$ cat src/rtl/fft_shift_ctrl.sv
// fft_shift_ctrl
//   Applies a software-written FFT shift schedule at frame boundaries and
//   counts overflowed frames.
//
//   The schedule register arrives already in the user_clk domain, but it is
//   only trusted once it has held the same value for two consecutive
//   samples. A changed schedule is marked pending and is swapped in on the
//   next sync_in. Schedules never change mid-frame.
//
// Ports
//   user_clk      : single clock
//   user_rst      : synchronous, active-high reset
//   shift_reg_in  : software register; [N_STAGES-1:0] = schedule,
//                   [31] = overflow-counter clear request (rising edge)
//   sync_in       : one-cycle frame-start pulse
//   fft_of_in     : FFT overflow indication, valid on any cycle
//   shift_out     : active shift schedule (updates 1 cycle after sync_in)
//   sync_out      : sync_in delayed 1 cycle, aligned with shift_out
//   shift_valid   : set once a schedule has been applied at a sync
//   of_count      : saturating count of frames that overflowed
//   of_sticky     : set on any overflowed frame
module fft_shift_ctrl #(
  parameter int N_STAGES = 10,
  parameter int CNT_W    = 16
) (
  input  logic                user_clk,
  input  logic                user_rst,
  input  logic [31:0]         shift_reg_in,
  input  logic                sync_in,
  input  logic                fft_of_in,
  output logic [N_STAGES-1:0] shift_out,
  output logic                sync_out,
  output logic                shift_valid,
  output logic [CNT_W-1:0]    of_count,
  output logic                of_sticky
);

  localparam logic [0:0] S_IDLE = 1'b0;
  localparam logic [0:0] S_RUN  = 1'b1;

  localparam logic [CNT_W-1:0] CNT_MAX = {CNT_W{1'b1}};
  localparam logic [CNT_W-1:0] CNT_ONE = {{(CNT_W-1){1'b0}}, 1'b1};

  // Saturating increment: holds at all-ones instead of wrapping.
  function automatic logic [CNT_W-1:0] sat_inc(input logic [CNT_W-1:0] c);
    if (c == CNT_MAX) sat_inc = c;
    else              sat_inc = c + CNT_ONE;
  endfunction

  logic [31:0]         cap1_q, cap2_q;
  logic                bit31_q;
  logic [0:0]          state_q, state_d;
  logic [N_STAGES-1:0] shift_q, shift_d;
  logic [N_STAGES-1:0] cand_q, cand_d;
  logic                sync_q;
  logic                valid_q, valid_d;
  logic                pending_q, pending_d;
  logic                frame_of_q, frame_of_d;
  logic [CNT_W-1:0]    cnt_q, cnt_d;
  logic                sticky_q, sticky_d;

  logic                stable;
  logic                clr;
  logic                load;

  always_comb begin
    stable = (cap1_q == cap2_q);
    // Last stable schedule; survives a momentary unstable sample at sync.
    cand_d = stable ? cap2_q[N_STAGES-1:0] : cand_q;
    clr    = cap2_q[31] & ~bit31_q;

    state_d    = state_q;
    shift_d    = shift_q;
    valid_d    = valid_q;
    frame_of_d = frame_of_q;
    cnt_d      = cnt_q;
    sticky_d   = sticky_q;
    load       = 1'b0;

    case (state_q)
      S_IDLE: begin
        // Overflow is ignored here; the first sync always takes cap2.
        if (sync_in) begin
          shift_d = cap2_q[N_STAGES-1:0];
          valid_d = 1'b1;
          state_d = S_RUN;
          load    = 1'b1;
        end
      end
      default: begin
        frame_of_d = frame_of_q | fft_of_in;
        if (sync_in) begin
          if (pending_q) begin
            shift_d = cand_d;
            load    = 1'b1;
          end
          // An overflow on the sync cycle itself belongs to the ending frame.
          if (frame_of_q | fft_of_in) begin
            cnt_d    = sat_inc(cnt_q);
            sticky_d = 1'b1;
          end
          frame_of_d = 1'b0;
        end
      end
    endcase

    if (load)
      pending_d = 1'b0;
    else if (stable && (cap2_q[N_STAGES-1:0] != shift_q))
      pending_d = 1'b1;
    else
      pending_d = pending_q;

    // Software clear overrides any same-cycle increment.
    if (clr) begin
      cnt_d      = '0;
      sticky_d   = 1'b0;
      frame_of_d = 1'b0;
    end
  end

  always_ff @(posedge user_clk) begin
    if (user_rst) begin
      cap1_q     <= '0;
      cap2_q     <= '0;
      bit31_q    <= 1'b0;
      state_q    <= S_IDLE;
      shift_q    <= '0;
      cand_q     <= '0;
      sync_q     <= 1'b0;
      valid_q    <= 1'b0;
      pending_q  <= 1'b0;
      frame_of_q <= 1'b0;
      cnt_q      <= '0;
      sticky_q   <= 1'b0;
    end else begin
      cap1_q     <= shift_reg_in;
      cap2_q     <= cap1_q;
      bit31_q    <= cap2_q[31];
      state_q    <= state_d;
      shift_q    <= shift_d;
      cand_q     <= cand_d;
      sync_q     <= sync_in;
      valid_q    <= valid_d;
      pending_q  <= pending_d;
      frame_of_q <= frame_of_d;
      cnt_q      <= cnt_d;
      sticky_q   <= sticky_d;
    end
  end

  assign shift_out   = shift_q;
  assign sync_out    = sync_q;
  assign shift_valid = valid_q;
  assign of_count    = cnt_q;
  assign of_sticky   = sticky_q;

endmodule

$ cat config.mk
export PLATFORM = sky130hd
export DESIGN_NAME = fft_shift_ctrl
export DESIGN_NICKNAME = d
export VERILOG_FILES = /design/src/rtl/fft_shift_ctrl.sv
export SDC_FILE = /design/constraint.sdc
export NUM_CORES = 1
export LEC_CHECK = 0
export CORE_AREA = 10 10 101 103
export CTS_CLUSTER_DIAMETER = 120
export CTS_CLUSTER_SIZE = 12
export DETAILED_ROUTE_END_ITERATION = 8
export DIE_AREA = 0 0 111 113
export HOLD_SLACK_MARGIN = 0.03
export PLACE_DENSITY = 0.75
export SYNTH_ARGS = -nofsm -noshare
export SYNTH_HDL_FRONTEND = slang
export SYNTH_SLANG_ARGS = --single-unit
$ cat constraint.sdc
create_clock -name user_clk -period 2.1 [get_ports user_clk]
set_clock_uncertainty 0.15 [all_clocks]
set_input_delay 0.63 -clock user_clk [delete_from_list [all_inputs] [get_ports user_clk]]
set_output_delay 0.63 -clock user_clk [all_outputs]
set_load 0.02 [all_outputs]
==> impl_metrics.csv <==
group,metric,value,unit
status,status,"complete, no violations",
layout,seq_area,2150,um^2
die,initial_core_util,47.9,%
layout,layout_commonest_cell,"dfxtp_1",
layout,fin_nets,510,
layout,nFillCells,692,
die,coreArea,8130,um^2
placement,gp_congestion,0.828,
layout,diodes,0,
setup_path,worst-r2r-cell-count,6,
sta,period_minus_slack,2.04,ns
setup_path,r2r_end,"of_count[15]$_SDFFE_PP0P_",
setup_path,cpPeakStageDelay,0.51,ns
placement,place_area,4840,um^2
setup_path,cp-start-kind,"register",
sta,whs,0.324,ns
layout,syn_to_final_growth,29.9,%
logic_synthesis,avgSynthCellArea,10.3,um^2
hold_path,hold_end,"cap2_q[27]$_SDFF_PP0_",
cts,holdBufCountCts,0,
cts,cts-htree-levels,3,
layout,final_cell_mix,"101 x dfxtp_1, 66 x nor2b_1, 41 x xor2_1, 34 x clkdlybuf4s50_1, 33 x nor2_1",
cts,cts.path.max_buffers,2,
layout,finalInstanceArea,5070,um^2
layout,multi_input_area,1740,um^2
sta,worst_slew_pin_slew,0.523,ns
logic_synthesis,yosysSeqAreaShare,54.9,%
logic_synthesis,netlist_area,3900,um^2
setup_path,critPathArrivalTime,2.19,ns
cts,cts_buffers,9,
global_route,grt_max_degree,41,
cts,clk-insertion-delay-late,0.37,ns
logic_synthesis,synth_area_leaders,"dfxtp_1 55%, nor2b_1 11%, xor2_1 9.2%",
sta,slew_headroom,65.1,%
die,die_h,113,um
global_route,grt_first_pass_wirelength,13000,um
global_route,grt_antenna_before_repair,0,
hold_path,hold_path_class,"reg -> reg",
setup_path,cp_max_fo,3,
detailed_routing,viasPerCell,4.80,
cts,clkTransAtPathRegs,0.11,ns
logic_synthesis,synth_top_area_cell,"dfxtp_1",
logic_synthesis,ys_ff_latch,107,
setup_path,required,2.25,ns
flow_run,drv_cap,0,
setup_path,path_cells,"and4_4 > nand3_2 > buf_4 > or4_1 > or3_1 > a21oi_1",
cts,cts_sinks,107,
power,p_leak,2.32,nW
global_route,gr-total-overflow,0,
logic_synthesis,synth_nets,417,
layout,drive_gt1_share,13.8,%
setup_path,crit_path_end_kind,"register",
detailed_routing,dr.pass1.iters,4,
setup_path,critical_path_class,"reg -> reg",
detailed_routing,wl_per_cell,13.3,um
placement,io_buffer_count,64,
power,irDropWorstVdd,373,uV
setup_path,rrSetupSlack,0.06,ns
logic_synthesis,ys_warn_count,0,
sta,drv_slew,0,
sta,fin_tns_setup,0,ns
setup_path,reg2reg_from,"of_count[7]$_SDFFE_PP0P_",
detailed_routing,postRouteWirelength,7760,um
placement,post-place-ws,-0.256,ns
hold_path,min_from,"cap1_q[27]$_SDFF_PP0_",
logic_synthesis,yosys.cell_types.count,33,
die,fp.dieW,111,um
detailed_routing,drt_iter0_markers,99,
logic_synthesis,synthCells,380,
cts,cts_tree,"built",
die,ioPinCount,65,
sta,fmax,491,MHz
layout,final_cells,583,
sta,fin_crit_sh,97.1,%
die,num_rows,33,
detailed_routing,antenna_left,0,
cts,cts_root_buffer,"clkbuf_8",
sta,final-hold-violation-count,0,
logic_synthesis,synth_top_area_share,54.9,%
detailed_routing,vias,2798,
global_route,first_global_vias,2840,
die,die_area,12500,um^2
placement,dp_hpwl,5710,um
hold_path,hold_depth,1,
setup_path,slowest_stage,"or4_1",
global_route,grt_use_total,12.2,%
detailed_routing,drcViolationCount,0,
sta,fin_ws,0.0618,ns
power,power_density,722,nW/um^2
sta,setup_viol,0,
placement,placed_cells,566,
worst max-delay path by stage:
stage | startpoint | endpoint | cells past startpoint
floorplan | of_count[0]$_SDFFE_PP0P_ | of_count[7]$_SDFFE_PP0P_ | 7
global placement | fft_of_in | of_count[11]$_SDFFE_PP0P_ | 6
detailed placement | fft_of_in | of_count[13]$_SDFFE_PP0P_ | 6
CTS | sync_out$_SDFF_PP0_ | sync_out | 1
global route | of_count[6]$_SDFFE_PP0P_ | of_count[15]$_SDFFE_PP0P_ | 6
finish | of_count[7]$_SDFFE_PP0P_ | of_count[15]$_SDFFE_PP0P_ | 6
logic make-up after synthesis:
kind of cell,share of synthesized area [%]
buffers and inverters,1.73
adder cells (fa/ha/maj),0.321
multiplexers,5.39
AND/OR/NAND/NOR,21.4
AO/OA/AOI/OAI,4.36
flip-flops,54.9
XOR/XNOR,11.9
area by class of cell:
| cell class | count | share of cell area, % |
|---|---|---|
| flip-flops and latches | 107 | 42.4 |
| multi-input cells | 256 | 34.3 |
| repair buffers | 96 | 16.7 |
| well taps | 105 | 2.59 |
| clock buffers | 9 | 2.45 |
| clock inverters | 7 | 1.31 |
| inverters | 3 | 0.222 |
Yosys cell counts:
library cell / number
or4_1: 1
clkbuf_1: 11
nand2b_1: 1
inv_1: 3
buf_2: 3
and4_1: 1
a31o_2: 1
or3_1: 2
nand3_2: 1
and4_4: 1
ha_1: 1
nand4_1: 4
a21oi_1: 6
xnor2_1: 12
nand3_1: 9
o211a_1: 1
o21a_1: 1
o31ai_2: 1
nor4_1: 13
and2_1: 1
nor3_1: 4
or2_2: 1
xor2_1: 41
o21ai_0: 14
nor2b_1: 66
nand2_1: 15
o211ai_1: 1
a211oi_1: 1
a21o_1: 1
dfxtp_1: 107
mux2i_1: 21
a41oi_1: 1
nor2_1: 33
worst max-delay path, delay by kind of cell (launching register included):
| family | cells | cell delay [ns] |
|---|---|---|
| DFF | 1 | 0.35 |
| buffers and inverters | 1 | 0.16 |
| and+or+nand+nor | 4 | 1.17 |
| AOI/OAI and AO/OA | 1 | 0.13 |
power breakdown:
group | switching [mW] | internal (mW) | total [mW] | leakage (nW)
combinational | 0.133 | 0.168 | 0.301 | 1.34
clock | 0.747 | 0.468 | 1.21 | 0.0991
sequential | 0.0429 | 2.10 | 2.14 | 0.880
flip-flops by register name, summed over array words and instances (netlist names):
name         cells
bit31_q          1
cand_q          10
cap1_q          32
cap2_q          32
frame_of_q       1
of_count        16
of_sticky        1
pending_q        1
shift_out       10
shift_valid      1
state_q          1
sync_out         1
layer usage:
metal / GRT usage (%) / vias to the layer above / routed length, um
met4: 5.73 / 0 / 112
met3: 3.22 / 9 / 375
li1: - / 1434 / -
met5: 0 / - / 0
met1: 14.6 / 1296 / 3550
met2: 20.0 / 59 / 3720
timing repair:
action,in CTS,in global routing
gates resized for setup,30,15
buffers inserted,0,1
pin swaps,0,3
endpoints found under the setup margin,34,21
per-stage QoR:
step                total power, mW  utilization (%)
global placement               2.47             59.5
floorplan                      2.34                -
CTS                            3.68             61.6
global route                   3.81             62.3
finish                         3.66             62.3
detailed placement             2.48             59.5
Power figures use the tool's default switching activity.
